$ cat src/rtl/windowed_regfile.sv
// Register file with overlapping sliding windows over a circular physical array.
// Optional write-to-read forwarding is enabled by defining WRF_BYPASS_EN.
module windowed_regfile #(
  parameter  int DATA_W     = 16,
  parameter  int RA_W       = 2,
  parameter  int PHYS_DEPTH = 8,
  parameter  int WIN_STEP   = 2,
  localparam int NWIN       = PHYS_DEPTH / WIN_STEP,
  localparam int CWP_W      = (NWIN > 1) ? $clog2(NWIN) : 1,
  localparam int DEP_W      = $clog2(NWIN) + 1
) (
  input  logic              clk,
  input  logic              rst_n,
  input  logic [RA_W-1:0]   rd_addr1,
  input  logic [RA_W-1:0]   rd_addr2,
  output logic [DATA_W-1:0] rd_data1,
  output logic [DATA_W-1:0] rd_data2,
  input  logic              wr_en,
  input  logic [RA_W-1:0]   wr_addr,
  input  logic [DATA_W-1:0] wr_data,
  input  logic              call,
  input  logic              ret,
  output logic [CWP_W-1:0]  cwp,
  output logic [DEP_W-1:0]  win_depth,
  output logic              ovf,
  output logic              unf,
  output logic              cmd_err
);

  localparam int PA_W = (PHYS_DEPTH > 1) ? $clog2(PHYS_DEPTH) : 1;

  logic [DATA_W-1:0] mem_q [PHYS_DEPTH];
  logic [DATA_W-1:0] mem_d [PHYS_DEPTH];
  logic [CWP_W-1:0]  cwp_q, cwp_d;
  logic [DEP_W-1:0]  depth_q, depth_d;
  logic              ovf_q, ovf_d;
  logic              unf_q, unf_d;
  logic              cmd_err_q, cmd_err_d;
  logic [PA_W-1:0]   rd_idx1, rd_idx2, wr_idx;

  // Window base plus offset is formed at full width before wrapping.
  function automatic logic [PA_W-1:0] phys_idx(input logic [CWP_W-1:0] c,
                                               input logic [RA_W-1:0]  r);
    int full;
    full = int'(c) * WIN_STEP + int'(r);
    return PA_W'(full % PHYS_DEPTH);
  endfunction

  assign rd_idx1 = phys_idx(cwp_q, rd_addr1);
  assign rd_idx2 = phys_idx(cwp_q, rd_addr2);
  assign wr_idx  = phys_idx(cwp_q, wr_addr);

`ifdef WRF_BYPASS_EN
  assign rd_data1 = (wr_en && (wr_idx == rd_idx1)) ? wr_data : mem_q[rd_idx1];
  assign rd_data2 = (wr_en && (wr_idx == rd_idx2)) ? wr_data : mem_q[rd_idx2];
`else
  assign rd_data1 = mem_q[rd_idx1];
  assign rd_data2 = mem_q[rd_idx2];
`endif

  always_comb begin
    for (int i = 0; i < PHYS_DEPTH; i++) mem_d[i] = mem_q[i];
    if (wr_en) mem_d[wr_idx] = wr_data;
  end

  // Window control; conflicting commands take precedence over either move.
  always_comb begin
    cwp_d     = cwp_q;
    depth_d   = depth_q;
    ovf_d     = 1'b0;
    unf_d     = 1'b0;
    cmd_err_d = 1'b0;
    if (call && ret) begin
      cmd_err_d = 1'b1;
    end else if (call) begin
      if (depth_q < DEP_W'(NWIN - 1)) begin
        cwp_d   = (cwp_q == CWP_W'(NWIN - 1)) ? '0 : cwp_q + 1'b1;
        depth_d = depth_q + 1'b1;
      end else begin
        ovf_d = 1'b1;
      end
    end else if (ret) begin
      if (depth_q > DEP_W'(1)) begin
        cwp_d   = (cwp_q == '0) ? CWP_W'(NWIN - 1) : cwp_q - 1'b1;
        depth_d = depth_q - 1'b1;
      end else begin
        unf_d = 1'b1;
      end
    end
  end

  always_ff @(posedge clk or negedge rst_n) begin
    if (!rst_n) begin
      for (int i = 0; i < PHYS_DEPTH; i++) mem_q[i] <= '0;
      cwp_q     <= '0;
      depth_q   <= DEP_W'(1);
      ovf_q     <= 1'b0;
      unf_q     <= 1'b0;
      cmd_err_q <= 1'b0;
    end else begin
      for (int i = 0; i < PHYS_DEPTH; i++) mem_q[i] <= mem_d[i];
      cwp_q     <= cwp_d;
      depth_q   <= depth_d;
      ovf_q     <= ovf_d;
      unf_q     <= unf_d;
      cmd_err_q <= cmd_err_d;
    end
  end

  assign cwp       = cwp_q;
  assign win_depth = depth_q;
  assign ovf       = ovf_q;
  assign unf       = unf_q;
  assign cmd_err   = cmd_err_q;

endmodule

$ cat config.mk
export PLATFORM = sky130hd
export DESIGN_NAME = windowed_regfile
export DESIGN_NICKNAME = d
export VERILOG_FILES = /design/src/rtl/windowed_regfile.sv
export SDC_FILE = /design/constraint.sdc
export NUM_CORES = 1
export LEC_CHECK = 0
export CORE_ASPECT_RATIO = 0.6
export CORE_UTILIZATION = 55
export CTS_BUF_LIST = sky130_fd_sc_hd__clkbuf_8
export DETAILED_ROUTE_END_ITERATION = 12
export PLACE_DENSITY_LB_ADDON = 0.05
export SETUP_SLACK_MARGIN = 0.05
export SLEW_MARGIN = 10
export SYNTH_ARGS = -nofsm -noshare
export SYNTH_HDL_FRONTEND = slang
export SYNTH_SLANG_ARGS = --single-unit
$ cat constraint.sdc
create_clock -name clk -period 2.27 [get_ports clk]
set_input_delay 0.227 -clock clk [delete_from_list [all_inputs] [get_ports clk]]
set_output_delay 0.227 -clock clk [all_outputs]
set_load 0.02 [all_outputs]
# ---- Yosys cells after proc, flatten, opt, wreduce, memory -nomap -nowiden
# Cells that the tools add are included.
dict set report totals {
  output_inout_bits 40
  register_bits 136
  inputBits 27
}
dict set report op_classes {
  n_mux 27
  addsub 7
  n_lt_le_gt_ge 6
  n_reduce_logical 6
  eq_ne 2
  bitwise_logic 4
}
# cell count
set ops {}
lappend ops {{128-bit bitwise mux} 1}
lappend ops {{16-bit binary-select mux with 3-bit select} 2}
lappend ops {{16-bit two-way mux} 5}
lappend ops {{16-bit demux with 3-bit select} 1}
lappend ops {{4-bit greater-or-equal comparator (second input constant)} 3}
lappend ops {{2-bit two-way mux} 6}
lappend ops {{3-bit two-way mux} 4}
lappend ops {{3-bit inverter with 4-bit output} 3}
lappend ops {{3-bit by 2-bit adder with 3-bit output} 3}
lappend ops {{1-bit two-way mux} 8}
lappend ops {{4-bit by 1-bit less-than comparator with 1-bit output (second input constant)} 1}
lappend ops {{4-bit AND reduction} 1}
lappend ops {{2-bit nonzero test} 2}
lappend ops {{3-bit by 1-bit adder with 3-bit output (second input constant)} 1}
lappend ops {{3-bit by 1-bit greater-than comparator with 1-bit output (second input constant)} 1}
lappend ops {{3-bit by 2-bit less-than comparator with 1-bit output (second input constant)} 1}
lappend ops {{3-bit by 1-bit subtractor with 3-bit output (second input constant)} 1}
lappend ops {{2-bit by 1-bit adder with 2-bit output (second input constant)} 1}
lappend ops {{2-bit == test (second input constant)} 1}
lappend ops {{1-bit logical AND} 2}
lappend ops {{2-bit logical NOT} 1}
lappend ops {{2-bit by 1-bit inequality test with 1-bit output (second input constant)} 1}
lappend ops {{2-bit by 1-bit subtractor with 2-bit output (second input constant)} 1}
lappend ops {{1-bit inverter} 1}

# ---- Depth between registers and ports, before layout
# Gate-level depths: netlist (run 1).
dict set report logic_depth {
  word_depth 7
  depth_mapped 6
}

# ---- Worst setup path after synthesis (run 1)
# OpenSTA, ideal clock, no wires.
dict set report synth_timing {
  path_kind {register to output}
  startpoint {reg cwp_q[0], in the netlist cwp[0]}
  endpoint {out rd_data1[0]}
  t_arrival_ps 1897
  stages_incl_launch_ff 5
  slack_ps 146
  path_buffers 1
  required_ps 2043
  cell_sequence {dfrtp_1 > ha_1 > clkbuf_1 > mux4_2 > mux2_2}
}
dict set report synth_between {
  elab_chain_cells 5
}
# element line_no
set synth_rtl {}
lappend synth_rtl {{start: declaration} 34} ;# logic [CWP_W-1:0] cwp_q, cwp_d;
lappend synth_rtl {{start signal: assignment} 102} ;# cwp_q <= cwp_d;
lappend synth_rtl {{3-bit by 2-bit adder with 3-bit output} 45} ;# full = int'(c) * WIN_STEP + int'(r);
lappend synth_rtl {{3-bit inverter with 4-bit output (not written as such)} 57} ;# assign rd_data1 = mem_q[rd_idx1];
lappend synth_rtl {{16-bit binary-select mux with 3-bit select} 57}
lappend synth_rtl {{16-bit two-way mux (not written as such) (2 in a row)} 57}
lappend synth_rtl {{end: declaration} 16} ;# output logic [DATA_W-1:0] rd_data1,
# No other way between the ends. The select of a mux whose other input is x is not followed.

# ---- Final worst setup path (run 1)
dict set report layout_timing {
  startpoint {reg cwp_q[0], in the netlist cwp[0]}
  endpoint {out rd_data1[5]}
}
# Same word-level chain as after synthesis.

==> results.json, run 1 <==
{
  "timing.rr.end": "mem_q[63]",
  "dp_hpwl_um": 11800,
  "fin_crit_sh": 1.08,
  "die_w_um": 149,
  "hold_violations": 0,
  "grt_pass1_vias": 4937,
  "synthDistinctLibCells": 33,
  "ys_seq_area_frac": 0.476,
  "core_um2": 12400,
  "avgViaCountPerCell": 6.39,
  "ant_nets": 0,
  "regToRegSetupSlack_ns": 0.17,
  "holdCritPathClass": "in -> async",
  "ir_worst_vdd_uv": 1130,
  "cts.sinks": 136,
  "rows": 31,
  "violations": "setup timing",
  "fin_area_um2": 9140,
  "synth_nets": 471,
  "io_buffer_count": 66,
  "io_pins": 67,
  "r2r_cells": 6,
  "crit_type": "reg -> out",
  "gp_congestion": 0.774,
  "synth_edf_count": 0,
  "antenna_found_initial": 0,
  "synth_ff_type": "dfrtp_1",
  "required_ns": 2.04,
  "yosys.area.top_type": "dfrtp_1",
  "synth_area_leaders": "dfrtp_1 47%, mux2_2 25%, mux4_2 20%",
  "grt_max_degree": 54,
  "power_leakage_nw": 3.83,
  "start_util": 0.578,
  "start_kind": "flop",
  "wire_per_inst_um": 26.0,
  "dieArea_um2": 13500,
  "rsz0062_at_grt": "true",
  "diodes": 0,
  "finalWorstSetupSlack_ns": -0.187,
  "clockRootBuffer": "clkbuf_8",
  "drv_slew": 0,
  "grt_usage": 0.306,
  "status": "finished with violations",
  "worst_pin_slew_ns": 0.602,
  "cts.clk_slew.worst_paths_ns": 0.08,
  "synth-seq-cells": 136,
  "grt_pass1_wl_um": 29700,
  "critPathMaxFanout": 8,
  "min_period_ns": 2.46,
  "synthArstFlopShare": 1.00,
  "drc": 0,
  "yosysWarnings": 0,
  "end_kind": "output pin",
  "fmax_ghz": 0.407,
  "cap_violations": 0,
  "setup_viol": 32,
  "die_h_um": 90.4,
  "drive_gt1_frac": 0.629,
  "via_count": 4584,
  "syn_inst": 438,
  "p_total_mw": 16.3,
  "ys_top_cells_by_count": "160 x mux2_2, 135 x dfrtp_1, 64 x mux4_2",
  "clock_skew_ns": 0.0104,
  "clock_latency_ns": 0.45,
  "nets": 572,
  "relSlewSlack": 0.599,
  "arrival_ns": 2.23,
  "hold_ws_ns": 0.319,
  "syn_area_um2": 7160,
  "wl_um": 18600,
  "synth_top_area_share": 0.472,
  "h-tree-depth": 4,
  "placed_cell_area_um2": 8330,
  "overflow": 0,
  "power_density_nw_per_um2": 1790,
  "yosysMostFrequentCell": "mux2_2",
  "clock_path_buffers": 2,
  "r2r-start": "cwp[0]",
  "areaGrowthSynthToFinish_pct": 27.7,
  "cts_tree": "done",
  "cts_buffers": 17,
  "drtIter0Drc": 273,
  "synth_area_per_cell_um2": 16.3,
  "drt-pass1-iter-count": 6
}
[routing by layer]
layer  part of all wire  track usage  vias to the layer above
met5                  0            0                        -
met4              0.014       0.0986                        0
met3              0.079       0.0808                       27
met2               0.46        0.440                      191
met1               0.45        0.453                     2452
li1                   -            -                     1914
[final cells by class]
type / instances / area [um^2]
tap: 165 / 206
fill: 757 / 3230
inverter: 2 / 7.51
sequential: 136 / 3410
clock buffer: 20 / 275
timing repair buffer: 107 / 1280
clock inverter: 12 / 219
multi-input combinational: 275 / 3750
[per-stage QoR]
step | setup WS, ns | utilization | setup TNS, ns | std cells
6_report | -0.187 | 0.739 | -3.80 | 717
5_1_grt | -0.243 | 0.739 | -5.73 | 717
4_1_cts | -0.186 | 0.742 | -4.93 | 719
3_5_place_dp | -0.363 | 0.673 | -10.45 | 676
3_3_place_gp | -0.348 | 0.673 | -9.94 | 676
2_1_floorplan | 0.146 | - | 0 | 438
[where the power goes]
group	switching, mW	leakage, nW	internal, mW
registers	1.06	1.63	3.65
clock network	0.977	0.245	1.51
logic	3.74	1.95	5.40
[what timing repair did]
item | 4_1_cts | 5_1_grt
resized for setup | 223 | 5
hold buffers | 1 | 0
pin swaps | 2 | 1
cloned | 5 | 0
buffers inserted | 5 | 0
hold endpoints to repair | 40 | 0
endpoints found under the setup margin | 32 | 32
[cell families after synthesis]
group | Yosys count | share of synthesized area
fa+ha+maj | 6 | 0.0105
compound gates | 12 | 0.00891
mux | 224 | 0.453
xor+xnor | 7 | 0.0107
buf+inv | 27 | 0.0187
simple gates | 26 | 0.0224
flops | 136 | 0.476
[how the worst max path moves through the flow]
stage | from | end | slack (ns) | cells after the start
floorplan | cwp[0] | rd_data1[0] | 0.15 | 4
CTS | cwp[0] | rd_data2[9] | -0.19 | 6
finish | cwp[0] | rd_data1[5] | -0.19 | 6
global route | cwp[0] | rd_data1[5] | -0.24 | 6
detailed placement | rd_addr2[1] | rd_data2[15] | -0.36 | 6
global placement | rd_addr2[1] | rd_data2[5] | -0.35 | 6
[sequential cells by signal, indices dropped and copies added, names as in the netlist]
| signal | flops |
|---|---|
| cwp | 2 |
| cmd_err | 1 |
| win_depth | 3 |
| unf | 1 |
| ovf | 1 |
| mem_q | 128 |
[placed cells by master (no fill, tap or decap), types with 6 or more instances in the layout]
cell type,n
a21oi_1,7
buf_12,17
buf_4,19
buf_6,32
bufinv_16,6
clkbuf_8,20
clkdlybuf4s50_1,31
dfrtp_1,134
mux2_2,135
mux2_4,25
mux4_2,64
[worst max-delay path, stage by stage, from the launching register on]
cell	delay (ns)
dfrtp_2	0.45
ha_4	0.33
buf_6	0.12
buf_16	0.13
mux4_2	0.33
mux2_4	0.30
buf_6	0.13
(Power assumes the default switching activity.)
==> inputs of run 2 (changes only) <==
Settings changed: CORE_UTILIZATION 55 to 60, SKIP_LAST_GASP from default to 1.
==> run 2 against run 1 <==
Net effect:
- sequential share of layout area up 0.17 points
- critical endpoint is now rd_data1[8]
- largest cell class unchanged
- cell count decreased by 0.98%
- largest power group unchanged
- cell area decreased by 0.47%
- the run still ends with setup timing left
- sequential power down 1%
- clock power shrank 15%
==> results.json, run 2 (synthesis results as in run 1) <==
{
  "status": "finished with violations",
  "violations": "setup timing",
  "dieArea_um2": 12400,
  "cp_num_buf_inv": 3,
  "relSlewSlack": 0.660,
  "crit_type": "reg -> out",
  "h-tree-depth": 4,
  "worst_pin_slew_ns": 0.511,
  "finalWorstSetupSlack_ns": -0.207,
  "dp_slack_ns": -0.354,
  "cts_tree": "done",
  "hold_ws_ns": 0.301,
  "fin_util": 0.795,
  "clock_path_buffers": 2,
  "critical_path.top_delay_family": "multiplexers",
  "final_cells": 710,
  "via_count": 4516,
  "path_cells": "ha_4 -> buf_12 -> buf_12 -> mux4_2 -> mux2_4 -> buf_6",
  "holdCritPathClass": "in -> async",
  "ir_worst_vdd_uv": 977,
  "fmax_ghz": 0.404,
  "io_buffer_count": 66,
  "cts_buffers": 17,
  "end_kind": "output pin",
  "clockRootBuffer": "clkbuf_8",
  "drc": 0,
  "min_period_ns": 2.48,
  "areaGrowthSynthToFinish_pct": 27.2,
  "core_um2": 11400,
  "drv_slew": 0,
  "cap_violations": 0,
  "start_kind": "flop",
  "setup_viol": 32,
  "required_ns": 2.04,
  "power_leakage_nw": 3.82,
  "layout_commonest_cell": "dfrtp_1",
  "largest_reg_flops": 128,
  "dp_hpwl_um": 10500,
  "met1Wirelength_um": 8070,
  "fin_area_um2": 9100,
  "grt_max_degree": 37,
  "io_pins": 67,
  "overflow": 0,
  "drive_gt1_frac": 0.622,
  "gp_congestion": 0.774,
  "drt-pass1-iter-count": 4,
  "die_h_um": 86.6,
  "met3_length_um": 1220,
  "placed_cell_area_um2": 8320,
  "regMostFlops": "mem_q",
  "arrival_ns": 2.25,
  "critPathMostFrequentCell": "buf_12",
  "grt_pass1_vias": 4800,
  "start_util": 0.625,
  "final_cell_mix": "134 x dfrtp_1, 133 x mux2_2, 64 x mux4_2, 32 x buf_6, 31 x clkdlybuf4s50_1",
  "nets": 570,
  "power_density_nw_per_um2": 1760,
  "highest_layer": "met4",
  "cts.sinks": 136,
  "rows": 30,
  "grt_usage": 0.320,
  "grt_pass1_wl_um": 28000,
  "die_w_um": 143,
  "wl_um": 18000,
  "wire_per_inst_um": 25.3,
  "clock_latency_ns": 0.43,
  "fin_crit_sh": 1.09,
  "rsz0062_at_grt": "true",
  "clock_skew_ns": 0.00501,
  "cts.clk_slew.worst_paths_ns": 0.08,
  "critPathMaxFanout": 5,
  "avgViaCountPerCell": 6.36,
  "diodes": 0,
  "dp_cells": 666,
  "ant_nets": 0,
  "critical-path-slowest-cell": "dfrtp_2",
  "antenna_found_initial": 0,
  "hold_violations": 0,
  "wl_met2_um": 8320,
  "critPathMaxStageDelay_ns": 0.45,
  "drtIter0Drc": 288
}
==> run 2: power by group <==
group / internal (mW) / switching (mW) / total (mW) / leakage (nW)
Clock: 1.19 / 0.919 / 2.10 / 0.225
Combinational: 5.47 / 3.76 / 9.22 / 1.96
Sequential: 3.65 / 0.996 / 4.65 / 1.63
==> run 2: layer usage <==
metal	track usage	vias up
met5	0	-
met4	0.140	0
met3	0.0785	29
met2	0.484	184
met1	0.447	2398
li1	-	1905
==> run 2: layout make-up <==
type,instances,area [um^2]
tap,160,200
timing repair buffer,105,1310
inverter,2,7.51
sequential,136,3410
multi-input combinational,275,3760
clock buffer,21,289
fill,616,2350
clock inverter,11,129
==> run 2: path summary, 6_finish.rpt <==
kind | depth (start not counted) | slack [ns] | start | end
max | 6 | -0.21 | cwp[0] | rd_data1[8]
min | 2 | 0.30 | rst_n | mem_q[58]
max reg2reg | 6 | 0.18 | cwp[0] | mem_q[59]
min reg2reg | 1 | 0.53 | mem_q[24] | mem_q[24]
max in group asynchronous | 3 | 1.37 | rst_n | mem_q[85]
min in group clk | 2 | 0.47 | call | cmd_err
==> run 2: worst register-to-register path, cell delays in order (launching register included) <==
cell and delay, ns:
dfrtp_2 0.45, buf_4 0.17, ha_1 0.33, nor3b_1 0.37, nand2_1 0.17, buf_12 0.20
mux2_2 0.29
==> run 2: repair_timing <==
item	in CTS	in global routing
resized for setup	219	10
endpoints found under the hold margin	31	0
pin swaps	2	2
gates cloned	6	0
endpoints found under the setup margin	32	32
setup buffers	9	0
hold buffers	1	0
==> run 2: per-stage QoR <==
stage	power (mW)	setup TNS, ns
after floorplan	9.49	0
after CTS	16.0	-5.89
after detailed placement	12.5	-9.83
after global placement	12.2	-9.44
final	16.0	-4.21
after global routing	16.7	-6.18
==> inputs of run 3 (changes only) <==
Settings changed: GPL_ROUTABILITY_DRIVEN from default to 0.
==> results of run 3 <==
Same layout as run 2: the final DEF is identical, and so are final timing and power.
